==> config.mk <==
export PLATFORM = sky130hd
export DESIGN_NAME = sram_scanout_reader
export DESIGN_NICKNAME = d
export VERILOG_FILES = /design/src/rtl/scanout_pkg.sv /design/src/rtl/scanout_fifo.sv /design/src/rtl/sram_scanout_reader.sv
export SDC_FILE = /design/constraint.sdc
export NUM_CORES = 1
export LEC_CHECK = 0
export CORE_MARGIN = 5
export CORE_UTILIZATION = 45
export DETAILED_ROUTE_END_ITERATION = 7
export MAX_ROUTING_LAYER = met4
export PLACE_DENSITY = 0.66
export SLEW_MARGIN = 15
export SYNTH_ARGS = -nofsm -noshare
export SYNTH_HDL_FRONTEND = slang
export SYNTH_HIERARCHICAL = 1
export SYNTH_SLANG_ARGS = --single-unit
==> constraint.sdc <==
create_clock -name clk -period 3.87 [get_ports clk]
set_input_delay 0.774 -clock clk [delete_from_list [all_inputs] [get_ports clk]]
set_output_delay 0.774 -clock clk [all_outputs]
set_load 0.01 [all_outputs]
==> src/rtl/scanout_pkg.sv <==
// Shared widths, FSM encoding and default frame geometry for the SRAM scan-out reader.
package scanout_pkg;
   localparam int ADDR_W = 19;
   localparam int DATA_W = 16;

   localparam logic [ADDR_W-1:0] DEF_BASE_ADDR   = 19'd0;
   localparam logic [ADDR_W-1:0] DEF_FRAME_WORDS = 19'd307200;
   localparam int                DEF_FIFO_DEPTH  = 8;
   localparam int                DEF_RD_LAT      = 2;

   typedef enum logic [1:0] {IDLE, PREFETCH, STREAM, DRAIN} state_t;
endpackage

==> src/rtl/scanout_fifo.sv <==
// Synchronous FWFT FIFO: head visible combinationally, push lands one edge later.
// Pop on empty is ignored; push on full is dropped unless a pop frees a slot on the same edge.
module scanout_fifo #(
   parameter int DEPTH = 8,
   parameter int W     = 16
) (
   input  logic                   clk,
   input  logic                   rst,
   input  logic                   flush,
   input  logic                   push,
   input  logic [W-1:0]           push_dat,
   input  logic                   pop,
   output logic [W-1:0]           head_dat,
   output logic [$clog2(DEPTH):0] count,
   output logic                   empty,
   output logic                   full
);
   localparam int AW = $clog2(DEPTH);

   logic [W-1:0]  mem [DEPTH];
   logic [AW-1:0] wptr, rptr;
   logic          do_push, do_pop;

   assign empty    = (count == '0);
   assign full     = (count == (AW+1)'(DEPTH));
   assign do_pop   = pop && !empty;
   assign do_push  = push && (!full || do_pop);
   assign head_dat = mem[rptr];

   always_ff @(posedge clk) begin
      if (do_push && !flush)
         mem[wptr] <= push_dat;
   end

   always_ff @(posedge clk or posedge rst) begin
      if (rst) begin
         wptr  <= '0;
         rptr  <= '0;
         count <= '0;
      end else if (flush) begin
         wptr  <= '0;
         rptr  <= '0;
         count <= '0;
      end else begin
         if (do_push) wptr <= wptr + 1'b1;
         if (do_pop)  rptr <= rptr + 1'b1;
         case ({do_push, do_pop})
            2'b10:   count <= count + 1'b1;
            2'b01:   count <= count - 1'b1;
            default: count <= count;
         endcase
      end
   end
endmodule

==> src/rtl/sram_scanout_reader.sv <==
// Streams a frame of SRAM words through a prefetch FIFO to the pixel pipe; 1-clk pix_ce-to-data latency.
// Reads are throttled so buffered+in-flight never exceeds FIFO_DEPTH; SCANOUT_PIXEL_DOUBLE_EN repeats each word twice.
module sram_scanout_reader
   import scanout_pkg::*;
#(
   parameter logic [ADDR_W-1:0] BASE_ADDR   = DEF_BASE_ADDR,
   parameter logic [ADDR_W-1:0] FRAME_WORDS = DEF_FRAME_WORDS,
   parameter int                FIFO_DEPTH  = DEF_FIFO_DEPTH,
   parameter int                RD_LAT      = DEF_RD_LAT
) (
   input  logic              clk,
   input  logic              rst,
   input  logic              pix_ce,
   input  logic              frame_start,
   input  logic              in_display,
   output logic              sram_rd_req,
   input  logic              sram_rd_gnt,
   output logic [ADDR_W-1:0] sram_addr,
   input  logic [DATA_W-1:0] sram_q,
   output logic [DATA_W-1:0] pix_data,
   output logic              pix_valid,
   output logic              underflow
);
   localparam int                CNT_W     = $clog2(FIFO_DEPTH) + 2;
   localparam logic [CNT_W-1:0]  DEPTH_C   = CNT_W'(FIFO_DEPTH);
   localparam logic [ADDR_W-1:0] LAST_ADDR = BASE_ADDR + FRAME_WORDS - 1'b1;
`ifdef SCANOUT_PIXEL_DOUBLE_EN
   localparam logic [ADDR_W-1:0] TOTAL     = FRAME_WORDS >> 1;
`else
   localparam logic [ADDR_W-1:0] TOTAL     = FRAME_WORDS;
`endif

   state_t                    state;
   logic [RD_LAT-1:0]         pipe;
   logic [ADDR_W-1:0]         issued, issued_nxt;
   logic [CNT_W-1:0]          inflight, committed, committed_nxt;
   logic [$clog2(FIFO_DEPTH):0] fifo_count;
   logic [DATA_W-1:0]         fifo_head;
   logic                      fifo_empty, fifo_full, fifo_push;
   logic                      gnt_acc, slot, pop_slot, pop_ok, req_nxt;
`ifdef SCANOUT_PIXEL_DOUBLE_EN
   logic                      toggle;
`endif

   assign gnt_acc = sram_rd_req && sram_rd_gnt && !frame_start;
   assign slot    = pix_ce && in_display && !frame_start &&
                    ((state == STREAM) || (state == DRAIN));
`ifdef SCANOUT_PIXEL_DOUBLE_EN
   assign pop_slot = slot && !toggle;
`else
   assign pop_slot = slot;
`endif
   assign pop_ok    = pop_slot && !fifo_empty;
   assign fifo_push = pipe[RD_LAT-1] && (!fifo_full || pop_ok);

   always_comb begin
      inflight = '0;
      for (int i = 0; i < RD_LAT; i++)
         inflight = inflight + CNT_W'(pipe[i]);
   end

   // Budget counts every read already granted, so returns can never find the FIFO full.
   always_comb begin
      committed     = CNT_W'(fifo_count) + inflight;
      committed_nxt = committed + CNT_W'(gnt_acc) - CNT_W'(pop_ok);
      issued_nxt    = issued + ADDR_W'(gnt_acc);
      if (frame_start) begin
         committed_nxt = '0;
         issued_nxt    = '0;
      end
   end

   // Only PREFETCH/STREAM can stay requesting; exits from them happen when the budget or frame is exhausted.
   assign req_nxt = (frame_start || (state == PREFETCH) || (state == STREAM)) &&
                    (issued_nxt != TOTAL) && (committed_nxt < DEPTH_C);

   always_ff @(posedge clk or posedge rst) begin
      if (rst) begin
         state       <= IDLE;
         sram_rd_req <= 1'b0;
         sram_addr   <= BASE_ADDR;
         pix_data    <= '0;
         pix_valid   <= 1'b0;
         underflow   <= 1'b0;
         pipe        <= '0;
         issued      <= '0;
`ifdef SCANOUT_PIXEL_DOUBLE_EN
         toggle      <= 1'b0;
`endif
      end else begin
         sram_rd_req <= req_nxt;
         issued      <= issued_nxt;
         if (frame_start) begin
            state     <= PREFETCH;
            sram_addr <= BASE_ADDR;
            pipe      <= '0;
            underflow <= 1'b0;
`ifdef SCANOUT_PIXEL_DOUBLE_EN
            toggle    <= 1'b0;
`endif
         end else begin
            pipe <= (pipe << 1) | RD_LAT'(gnt_acc);
            if (gnt_acc)
               sram_addr <= (sram_addr == LAST_ADDR) ? BASE_ADDR : sram_addr + 1'b1;
            if (pop_slot) begin
               pix_data  <= fifo_empty ? '0 : fifo_head;
               pix_valid <= !fifo_empty;
               if (fifo_empty)
                  underflow <= 1'b1;
            end
`ifdef SCANOUT_PIXEL_DOUBLE_EN
            if (slot)
               toggle <= !toggle;
`endif
            case (state)
               PREFETCH: begin
                  if (issued_nxt == TOTAL)          state <= DRAIN;
                  else if (committed_nxt == DEPTH_C) state <= STREAM;
               end
               STREAM:   if (issued_nxt == TOTAL)   state <= DRAIN;
               DRAIN:    if (pop_ok && committed == CNT_W'(1)) state <= IDLE;
               default:  state <= state;
            endcase
         end
      end
   end

   scanout_fifo #(
      .DEPTH (FIFO_DEPTH),
      .W     (DATA_W)
   ) u_fifo (
      .clk      (clk),
      .rst      (rst),
      .flush    (frame_start),
      .push     (fifo_push),
      .push_dat (sram_q),
      .pop      (pop_ok),
      .head_dat (fifo_head),
      .count    (fifo_count),
      .empty    (fifo_empty),
      .full     (fifo_full)
   );
endmodule
Yosys cells after proc, flatten, opt, wreduce, memory -nomap -nowiden
Memories as Yosys holds them, arrays and structs flattened.
Index checks and enable logic that the tools add are counted.

word-level totals
  register bits after elaboration = 71
  bits in writable memories = 128
  input port bits = 22
  logic and storage cells = 95
  memories = 1

operators by class
  add/sub/neg operators = 10
  magnitude comparators = 1
  eq/ne operators = 14
  multiplexer cells = 24
  bitwise gates (word level) = 2
  reduce and logical (&&, ||, !) cells = 32

memory list
  name        depth  bits a word  rd ports  clocked after memory_dff  write ports  line                text
  u_fifo.mem  8      16           1         0                         1            scanout_fifo.sv:20  logic [W-1:0] mem [DEPTH];

operator list
  operator                 count
  $mux W19                 4
  $eq A19 B19 Y1 const B   2
  $add A19 B1 Y19          1
  $add A19 B1 Y19 const B  1
  $ne A19 B19 Y1 const B   1
  $mux W16                 1
  $logic_and A1 B1 Y1      13
  $mux W2                  6
  $mux W3                  4
  $reduce_bool A2 Y1       5
  $pmux W4 S2              1
  $add A3 B1 Y3 const B    2
  $eq A2 B2 Y1 const B     3
  $ne A3 B2 Y1 const B     2
  $pmux W2 S3              1
  $add A4 B2 Y5            1
  $add A5 B1 Y5            1
  $eq A5 B1 Y1 const B     1
  $eq A5 B4 Y1 const B     1
  $logic_or A1 B1 Y1       5
  $lt A5 B4 Y1 const B     1
  $mux W1                  5
  $mux W5                  1
  $sub A5 B1 Y5            1
  other kinds (15)         19

Longest topological paths before layout
Gate-level depths: netlist of run 1.

  depth after elaboration = 11
  mapped depth = 18
  mapped depth without buffers = 17

Modules after synthesis
The synthesis of run 1 kept the hierarchy.

by module, submodules not included
  module               times used  cells each  area an instance (um^2)  seq. area each (um^2)
  scanout_fifo         1           264         5622.9                   4093.9
  sram_scanout_reader  1           385         3500.9                   1526.5

Worst setup path after synthesis of run 1
No wires, ideal clock.

  path kind = input to register
  start = input port frame_start
  end = memory u_fifo.mem[0][0] (enable)
  library setup time = 0.436 ns
  data arrival time = 3.892 ns
  required time = 3.434 ns
  setup slack = -0.458 ns
  cell stages on the path = 7
  path through = buf_2 -> or3_1 -> clkbuf_1 -> nor2_1 -> nand2b_1 -> o21ai_4 -> nor4b_1

on the way
  cells in the longest elaborated chain, start to end = 10

ends and longest elaborated chain
  element                                                           line                                           text
  start: declaration                                                sram_scanout_reader.sv:14                      input logic frame_start,
  $logic_not A1 Y1 *                                                sram_scanout_reader.sv:46                      assign slot = pix_ce && in_display && !frame_start &&
  $logic_and A1 B1 Y1 * (2 in series)                               sram_scanout_reader.sv:46
  $logic_and A1 B1 Y1 *                                             sram_scanout_reader.sv:53                      assign pop_ok = pop_slot && !fifo_empty;
  named net pop_ok                                                  sram_scanout_reader.sv:40                      logic gnt_acc, slot, pop_slot, pop_ok, req_nxt;
  $logic_or A1 B1 Y1 / $logic_and A1 B1 Y1 (equally long branches)  sram_scanout_reader.sv:54, scanout_fifo.sv:26
  $logic_and A1 B1 Y1 / $logic_or A1 B1 Y1 (equally long branches)  sram_scanout_reader.sv:54, scanout_fifo.sv:27
  $logic_and A1 B1 Y1 *                                             scanout_fifo.sv:27                             assign do_push = push && (!full || do_pop);
  $logic_and A1 B1 Y1 *                                             scanout_fifo.sv:31                             if (do_push && !flush)
  $mux W1 *                                                         scanout_fifo.sv:31
  $mux W1 (not written as such) *                                   scanout_fifo.sv:32                             mem[wptr] <= push_dat;
  end: declaration                                                  scanout_fifo.sv:20

The timed path passes the listed nets; every way through them passes the cells marked *.

Worst setup path after layout of run 1
  start = register u_fifo.count[2]
  end = register state[1]

on the way
  cells in the longest elaborated chain, start to end = 8

ends and longest elaborated chain
  element                        line                        text
  start: declaration             scanout_fifo.sv:14          output logic [$clog2(DEPTH):0] count,
  start signal: assignment       scanout_fifo.sv:48          2'b10: count <= count + 1'b1;
  start signal: assignment       scanout_fifo.sv:49          2'b01: count <= count - 1'b1;
  start signal: assignment       scanout_fifo.sv:50          default: count <= count;
  $logic_not A4 Y1 *             scanout_fifo.sv:24          assign empty = (count == '0);
  named net fifo_empty           sram_scanout_reader.sv:39   logic fifo_empty, fifo_full, fifo_push;
  $logic_not A1 Y1 *             sram_scanout_reader.sv:53
  $logic_and A1 B1 Y1 *          sram_scanout_reader.sv:53
  named net pop_ok               sram_scanout_reader.sv:40
  $sub A5 B1 Y5                  sram_scanout_reader.sv:65   committed_nxt = committed + CNT_W'(gnt_acc) - CNT_W'(pop_ok);
  $mux W5                        sram_scanout_reader.sv:67   if (frame_start) begin
  $eq A5 B4 Y1                   sram_scanout_reader.sv:118  else if (committed_nxt == DEPTH_C) state <= STREAM;
  $ne A4 B2 Y1 (no line)         --
  $reduce_and A4 Y1 (no line) *  --
  end signal: assignment         sram_scanout_reader.sv:122  default: state <= state;
  end: declaration               sram_scanout_reader.sv:33   state_t state;

Marked as above.
A chain may end at the register's enable or synchronous reset.

==> qor.yml, run 1 <==
status: "finished, final reports clean"
synth_xor_area_share_pct: 2.69
numCtsBuffers: 17
crit_start: "u_fifo/count[2]"
synth-main-ff-cell: "edfxtp_1"
wl_per_cell_um: 18.6
grt_pass1_wl_mm: 30.5
syn_nets: 690
period_needed_ns: 3.55
synth_edf_count: 128
cp-start-kind: "flip-flop"
cp.depth: 15
yosysMostFrequentCell: "edfxtp_1"
clock_path_buffers: 2
antenna_left: 0
hp-start: "pix_data[1]"
timing.rr.end: "state[1]"
worst-path-max-fanout: 10
ys_async_sr_fraction_pct: 35.7
hold_path_class: "flip-flop to flip-flop"
via_per_inst: 5.62
yosys.area_share.simple_pct: 13.6
cpMostUsedCell: "ha_1"
grt_usage_pct: 17.1
drc_errors: 0
critPathSlowestCell: "or3_1"
crit_required_ns: 4.24
power_w: 0.00456
cts.reportedPaths.clkPinSlew_ns: 0.08
r2r_slack_ns: 0.32
grt_overflow: 0
drt_iter0_markers: 333
synth_top_area_share_pct: 42.1
globalplace.congestion: 0.814
dp_hpwl_mm: 12.6
antenna_found_initial: 1
hold_depth: 2
pwr_density_cell_nw_per_um2: 420
synth.area.mux_share_pct: 11.5
hold_slack_ns: 0.474
first_pass_iters: 5
synth_area_leaders: "edfxtp_1 (42%), dfrtp_1 (19%), mux4_1 (7.2%)"
critPathArrivalTime_ns: 3.92
peakVddDrop_uv: 307
max_slew_margin_pct: 26.8
setup_viol: 0
max_stage_delay_ns: 0.58
hold_viol: 0
chipHeight_um: 152
fin_worst_skew_ns: 0.0135
synthTopCellsByCount: "edfxtp_1 (128), dfrtp_1 (71), nand2_1 (61)"
ys_seq_elements: 199
die_x_um: 152
io_pins: 60
dieArea_sq_um: 23200
cp-end-kind: "flip-flop"
synthCells: 649
cts_root_buf: "clkbuf_16"
initial_core_util_pct: 45.4
area_delta_synth_final_pct: 19.1
worst-path-buf-inv: 1
yosysWarnings: 6
hold_end: "pix_data[1]"
via_count: 5737
worstReg2RegStart: "u_fifo/count[2]"
cts_sinks: 199
rsz0062_at_grt: "false"
cts_tree: "done"
maxSlewViolCount: 0
synth_largest_area_cell: "edfxtp_1"
yosysSeqAreaShare_pct: 61.6
timing.final.crit_share_pct: 91.8
p_leak_nw: 4.03
drive_above_1_share_pct: 16.2
synth_compound_area_share_pct: 5.65
htreeDepth: 4
cts_setup_buffers: 0
grt_max_degree: 56
synth_area_sq_um: 9120
rows: 52
synth_top_family_by_area: "simple AND/OR/NAND/NOR gates"
n_fill_cell: 1624
critPathTopFamily: "simple AND/OR/NAND/NOR gates"
synthAdderAreaFrac_pct: 2.77
core_region_area_sq_um: 20100
max_cap_viol_count: 0
grt_pass1_vias: 5818
rr_worst_depth: 15
worstSkewPairLatency_ns: 0.44
wl_mm: 19.0
io_buffers: 59
worstPathCellList: "or3_1 > nor2_1 > nor2_1 > ha_1 > inv_1 > ha_1 > ha_1 > nand2b_1 > nand4b_1 > nand3_1 > xor2_1 > nand4_1 > a21oi_2 > or4_1 > nand3_1"
synth.avg_cell_area_sq_um: 14.1
synthDistinctLibCells: 67
worst_pin_slew_ns: 1.10
max_freq_ghz: 0.282
final_nets: 777
criticalPathCategory: "flip-flop to flip-flop"
-- power breakdown --
part / switching (W) / leakage, nW / internal (W)
logic: 0.000206 / 1.59 / 0.000157
clock network: 0.000937 / 0.309 / 0.000914
registers: 0.0000404 / 2.13 / 0.00231
total: 0.00118 / 4.03 / 0.00338
-- how the worst max path moves through the flow --
stage | to | slack [ns]
floorplan | state[0] | 0.11
global placement | state[1] | -0.21
detailed placement | state[1] | -0.35
CTS | state[1] | 0.09
global route | state[0] | 0.1
finish | state[1] | 0.32
-- state kept, by name, summed over array words and instances, names as in the netlist --
register / cells
u_fifo/mem: 128
issued: 19
sram_addr: 19
pix_data: 16
u_fifo/count: 4
u_fifo/rptr: 3
u_fifo/wptr: 3
pipe: 2
state: 2
pix_valid: 1
sram_rd_req: 1
underflow: 1
-- cell families after synthesis --
family	Yosys count
AND/OR/NAND/NOR	233
flip-flops	199
AO/OA/AOI/OAI	79
multiplexers	53
buffers and inverters	38
XOR/XNOR	28
adder cells (fa/ha/maj)	19
-- per-layer routing --
layer / GRT usage, % / up-vias / wire length (um) / part of all wire (%)
met2: 28.2 / 155 / 9540 / 50
met5: - / - / 0 / 0
met3: 3.98 / 21 / 1020 / 5.4
met4: 4.79 / 0 / 252 / 1.3
met1: 21.2 / 2915 / 8190 / 43
li1: - / 2646 / - / -
-- area by class of cell --
| cell class | count | area [sq um] | area share [%] |
|---|---|---|---|
| Antenna cell | 1 | 2.50 | 0.0230 |
| Clock buffer | 17 | 425 | 3.91 |
| Clock inverter | 15 | 215 | 1.98 |
| Inverter | 12 | 45.0 | 0.414 |
| Multi-Input combinational cell | 412 | 3360 | 30.9 |
| Sequential cell | 199 | 5620 | 51.7 |
| Tap cell | 270 | 338 | 3.11 |
| Timing Repair Buffer | 94 | 863 | 7.94 |
-- tightest hold or removal path: cells and delay by family, from the launching register on --
| kind | cells | cell delay, ns |
|---|---|---|
| simple gates | 2 | 0.10 |
| flops | 1 | 0.35 |
-- timing repair --
action | CTS | global route
hold buffers | 0 | 0
endpoints found under the setup margin | 0 | 2
resized for setup | 0 | 3
-- through the flow --
step | util [%] | cells | setup TNS, ns | worst slack [ns] | instance area [sq um]
after floorplan | - | 649 | 0 | 0.108 | 9140
after detailed placement | 50.8 | 987 | -0.921 | -0.347 | 10200
after global routing | 54.1 | 1020 | 0 | 0.0980 | 10900
final | 54.1 | 1020 | 0 | 0.318 | 10900
after CTS | 54.0 | 1019 | 0 | 0.0893 | 10900
after global placement | 50.8 | 987 | -0.545 | -0.208 | 10200
-- placed cells by master (no fill, tap or decap), drive strengths merged, types with 3 or more instances in the layout --
master,n
nand4,9
o21ai,38
or4,4
mux4,32
clkinv,4
mux2,18
nor2,57
a31oi,3
edfxtp,128
ha,17
nor3,15
xor2,13
nor2b,5
mux2i,3
nand3,18
and2,5
buf,36
nor4,11
a211oi,3
nand2,61
xnor2,15
nand2b,3
inv,23
and3,8
o211ai,4
nand3b,19
o31ai,6
a21oi,14
clkbuf,17
dfrtp,71
clkdlybuf4s50,57
or3,5
(Power assumes the default switching activity.)
==> inputs of run 2 (changes only) <==
--- a/config.mk
+++ b/config.mk
@@ -6,10 +6,10 @@
 export NUM_CORES = 1
 export LEC_CHECK = 0
 export CORE_MARGIN = 5
-export CORE_UTILIZATION = 45
+export CORE_UTILIZATION = 35
+export CTS_BUF_LIST = sky130_fd_sc_hd__clkbuf_8
 export DETAILED_ROUTE_END_ITERATION = 7
 export MAX_ROUTING_LAYER = met4
-export PLACE_DENSITY = 0.66
 export SLEW_MARGIN = 15
 export SYNTH_ARGS = -nofsm -noshare
 export SYNTH_HDL_FRONTEND = slang
==> qor.yml, run 2 (synthesis results as in run 1) <==
antenna_found_initial: 0
maxSlewViolCount: 0
drt_iter0_markers: 274
r2r_slack_ns: 0.41
rsz0062_at_grt: "false"
grt_usage_pct: 13.7
cts_sinks: 199
antennaDiodeCount: 0
fin_worst_skew_ns: 0.0201
max_cap_viol_count: 0
clock_path_buffers: 2
p_leak_nw: 3.93
worst-path-buf-inv: 2
pwr_density_cell_nw_per_um2: 374
hold_viol: 0
numCtsBuffers: 17
cts_setup_buffers: 0
cts_tree: "done"
final_common_cell: "edfxtp_1"
worstSkewPairLatency_ns: 0.47
io_buffers: 59
criticalPathCategory: "input port to flip-flop"
finalSetupTns_ns: 0
timing.final.crit_share_pct: 95.9
critPathArrivalTime_ns: 4.12
hold_depth: 2
peakVddDrop_uv: 182
htreeDepth: 4
die_x_um: 171
cts_root_buf: "clkbuf_8"
worstPathCellList: "clkdlybuf4s50_1 > nand2_1 > or2_2 > inv_1 > ha_1 > ha_1 > nor2b_1 > or3b_1 > nor4_2 > o21ai_1 > or4_4 > a2111oi_4 > nand3b_1 > and4b_1"
hold_path_class: "flip-flop to flip-flop"
cts.reportedPaths.clkPinSlew_ns: 0.10
hp-start: "pix_data[15]"
worst_pin_slew_ns: 0.978
first_pass_iters: 5
final_nets: 780
reg_top3: "u_fifo/mem: 128 flops, issued: 19 flops, sram_addr: 19 flops"
rr_worst_depth: 17
chipHeight_um: 171
crit_start: "sram_rd_gnt"
via_count: 5538
timing.rr.end: "state[0]"
antenna_left: 0
globalplace.congestion: 0.797
grt_pass1_vias: 5526
core_region_area_sq_um: 25800
placed_cells: 1055
cp-start-kind: "input port"
crit_required_ns: 4.28
max_slew_margin_pct: 34.8
largest_reg_flops: 128
worstReg2RegStart: "state[0]"
max_freq_ghz: 0.270
grt_overflow: 0
cts_hold_buf: 0
critPathTopFamily: "simple AND/OR/NAND/NOR gates"
cp-end-kind: "flip-flop"
dp_hpwl_mm: 12.4
via_per_inst: 5.10
grt_pass1_wl_mm: 30.0
n_fill_cell: 2446
drive_above_1_share_pct: 16.2
io_pins: 60
dieArea_sq_um: 29400
critPathSlowestCell: "clkdlybuf4s50_1"
hold_slack_ns: 0.477
initial_core_util_pct: 35.3
max_stage_delay_ns: 0.51
drc_errors: 0
grt_max_degree: 35
most-common-layout-cells: "edfxtp_1 (128), dfrtp_1 (70), nand2_1 (61)"
worst-path-max-fanout: 6
final_util_pct: 41.5
wl_mm: 18.8
layoutNonFillerInstCount: 1086
power_w: 0.00401
rows: 59
status: "finished, final reports clean"
cpMostUsedCell: "ha_1"
ctsResizeCount: 0
setup_viol: 0
hold_end: "pix_data[15]"
top_register: "u_fifo/mem"
area_delta_synth_final_pct: 17.5
period_needed_ns: 3.71
wl_per_cell_um: 17.3
run 2: cell type report:
cell class	instances	area (sq um)	area share (%)
sequential	199	5620	52.4
multi-input combinational	412	3360	31.3
timing repair buffer	97	896	8.36
tap	335	419	3.91
clock buffer	17	234	2.18
clock inverter	14	150	1.40
inverter	12	45.0	0.420
run 2: power by group:
group / leakage [nW] / switching [W] / total, W / internal, W
Sequential: 2.13 / 0.0000396 / 0.00235 / 0.00231
Clock: 0.193 / 0.000815 / 0.00130 / 0.000484
Combinational: 1.60 / 0.000204 / 0.000364 / 0.000160
run 2: worst max-delay path by stage:
stage	to	slack [ns]	cells past startpoint
6_report	state[0]	0.16	14
5_1_grt	state[0]	0.01	14
4_1_cts	state[0]	0.19	14
3_5_place_dp	state[0]	-0.31	14
3_3_place_gp	state[0]	-0.27	14
2_1_floorplan	state[0]	0.11	14
run 2: worst register-to-register path, cell delays in order, from the launching register on:
cell      delay (ns)
dfrtp_1         0.45
inv_1           0.12
ha_1            0.22
nor2_1          0.08
or3_1           0.39
nor2_1          0.18
ha_1            0.26
inv_1           0.06
ha_1            0.19
ha_1            0.22
nand2b_1        0.12
nand4b_1        0.10
nand3_1         0.10
xor2_1          0.20
nand4_1         0.14
a21oi_2         0.25
nor4_1          0.08
and4b_1         0.25
run 2: per-layer routing:
metal	part of all wire [%]	track usage [%]	vias to the layer above
met5	0	-	-
met4	0.91	3.00	0
met3	4.3	2.44	16
met2	49	22.4	106
met1	46	17.9	2769
li1	-	-	2647
run 2: through the flow:
stage          cell area, sq um  worst slack [ns]
2_1_floorplan              9140             0.108
3_3_place_gp              10300            -0.266
3_5_place_dp              10300            -0.315
4_1_cts                   10700             0.194
5_1_grt                   10700            0.0149
6_report                  10700             0.160
==> inputs of run 3 (changes only) <==
--- a/config.mk
+++ b/config.mk
@@ -5,10 +5,11 @@
 export SDC_FILE = /design/constraint.sdc
 export NUM_CORES = 1
 export LEC_CHECK = 0
-export CORE_MARGIN = 5
+export CORE_ASPECT_RATIO = 2
 export CORE_UTILIZATION = 35
 export CTS_BUF_LIST = sky130_fd_sc_hd__clkbuf_8
 export DETAILED_ROUTE_END_ITERATION = 7
+export GPL_TIMING_DRIVEN = 0
 export MAX_ROUTING_LAYER = met4
 export SLEW_MARGIN = 15
 export SYNTH_ARGS = -nofsm -noshare
==> qor.yml, run 3 (synthesis results as in run 1) <==
rows: 83
grt_pass1_wl_mm: 31.7
final_util_pct: 42.1
io_buffers: 59
dp_hpwl_mm: 14.6
final_common_cell: "edfxtp_1"
power_frac_clock_pct: 32.4
cts.reportedPaths.clkPinSlew_ns: 0.11
hold_slack_ns: 0.476
antenna_found_initial: 1
setup_viol: 0
combPwrFrac_pct: 9.3
p_int_w: 0.00300
globalplace.congestion: 0.793
cp-end-kind: "flip-flop"
max_freq_ghz: 0.265
most-common-layout-cells: "edfxtp_1 (128), dfrtp_1 (71), nand2_1 (60)"
timing.final.crit_share_pct: 97.5
initial_core_util_pct: 35.6
criticalPathCategory: "input port to flip-flop"
worst-path-max-fanout: 7
crit_required_ns: 4.29
grt_overflow: 0
finalSetupTns_ns: 0
cts_hold_buf: 0
fin_worst_skew_ns: 0.0150
antenna_left: 0
via_per_inst: 5.13
final_nets: 784
cp-start-kind: "input port"
cts_tree: "done"
io_pins: 60
swShare_pct: 25.6
grtUsageMet3_pct: 3.26
switchingPower_w: 0.00103
post-place-ws_ns: -1.33
power_w: 0.00403
worstSkewPairLatency_ns: 0.49
drive_above_1_share_pct: 16.3
drc_errors: 0
largest_reg_flops: 128
period_needed_ns: 3.77
peakVddDrop_uv: 197
critPathArrivalTime_ns: 4.20
via_count: 5629
wl_mm: 20.1
area_delta_synth_final_pct: 18.3
n_fill_cell: 2361
dieArea_sq_um: 26800
htreeDepth: 4
die_x_um: 116
grtUsageMet2_pct: 31.4
grt_max_degree: 52
seq_area_sq_um: 5620
max_cap_viol_count: 0
rsz0062_at_grt: "false"
p_seq_share_pct: 58.3
cts_sinks: 199
grt_pass1_vias: 5928
drt_iter0_markers: 307
multiInputGateArea_sq_um: 3400
hold_viol: 0
clock_path_buffers: 2
grt_usage_pct: 16.6
worst_pin_slew_ns: 0.743
p_leak_nw: 3.92
numCtsBuffers: 17
wl_per_cell_um: 18.3
cts_root_buf: "clkbuf_8"
busiest_layer: "met2"
top_register: "u_fifo/mem"
reg_top3: "u_fifo/mem: 128 flops, issued: 19 flops, sram_addr: 19 flops"
max_slew_margin_pct: 50.5
hold_path_class: "flip-flop to flip-flop"
status: "finished, final reports clean"
maxSlewViolCount: 0
core_region_area_sq_um: 25700
first_pass_iters: 4
fin_ws_ns: 0.0963
pwr_density_cell_nw_per_um2: 373
chipHeight_um: 230
gr-usage-met1_pct: 15.9
[run 3: changes by cell type in the layout (fill, tap and decap cells not counted), moves of 2 or more]
cell,delta
nor2_2,+3
nor2_4,+2
buf_12,-2
buf_4,-25
inv_4,+2
inv_6,+2
clkbuf_1,+12
inv_8,-2
nor2_1,-5
buf_6,+12
buf_2,+4
[run 3: per-layer routing]
metal | up-vias | part of all wire [%]
met5 | - | 0
li1 | 2654 | -
met3 | 27 | 3.1
met2 | 107 | 58
met1 | 2841 | 36
met4 | 0 | 2.7
[run 3: cell type report]
cell class	count	area share (%)
well taps	340	3.94
flip-flops and latches	199	52.1
diodes	1	0.0232
repair buffers	76	7.03
plain buffers	25	1.44
clock buffers	17	2.17
multi-input cells	412	31.4
inverters	12	0.463
clock inverters	15	1.44
[run 3: power by group through the flow]
stage	logic (W)	clock network [W]	registers (W)
6_report	0.000373	0.00131	0.00235
5_1_grt	0.000417	0.00144	0.00235
4_1_cts	0.000378	0.00136	0.00235
3_5_place_dp	0.000373	0	0.00239
3_3_place_gp	0.000354	0	0.00239
2_1_floorplan	0.000198	0	0.00239
[run 3: critical path, cell delays in order]
cell and delay, ns:
clkdlybuf4s50_1 0.51, nand2_2 0.12, or2_4 0.28, inv_4 0.09, ha_1 0.18, ha_1 0.23
nor2b_1 0.14, or3b_1 0.39, nor4_2 0.15, o21ai_1 0.14, or4_4 0.44, a2111oi_4 0.27
buf_4 0.19, nand3b_1 0.10, and4b_1 0.19
[run 3: what timing repair did]
action	4_1_cts	5_1_grt
setup buffers	4	0
pin swaps	2	1
endpoints found under the setup margin	113	3
resized for setup	14	4
cloned	0	0
[run 3: metrics by stage]
stage | area (sq um) | instances
after floorplan | 9140 | 649
final | 10800 | 1097
after global routing | 10800 | 1097
after detailed placement | 10300 | 1061
after CTS | 10800 | 1096
after global placement | 10200 | 1048
[run 3: path summary, 6_finish.rpt]
kind	startpoint	to	slack, ns	cells after the start
setup / recovery	sram_rd_gnt	state[0]	0.1	15
min in group asynchronous	rst	issued[8]	0.58	2
setup reg to reg	u_fifo/count[2]	state[1]	0.29	16
hold reg to reg	pix_data[10]	pix_data[10]	0.48	2
hold / removal	pix_data[10]	pix_data[10]	0.48	2
max in group asynchronous	rst	pix_data[1]	2.76	3
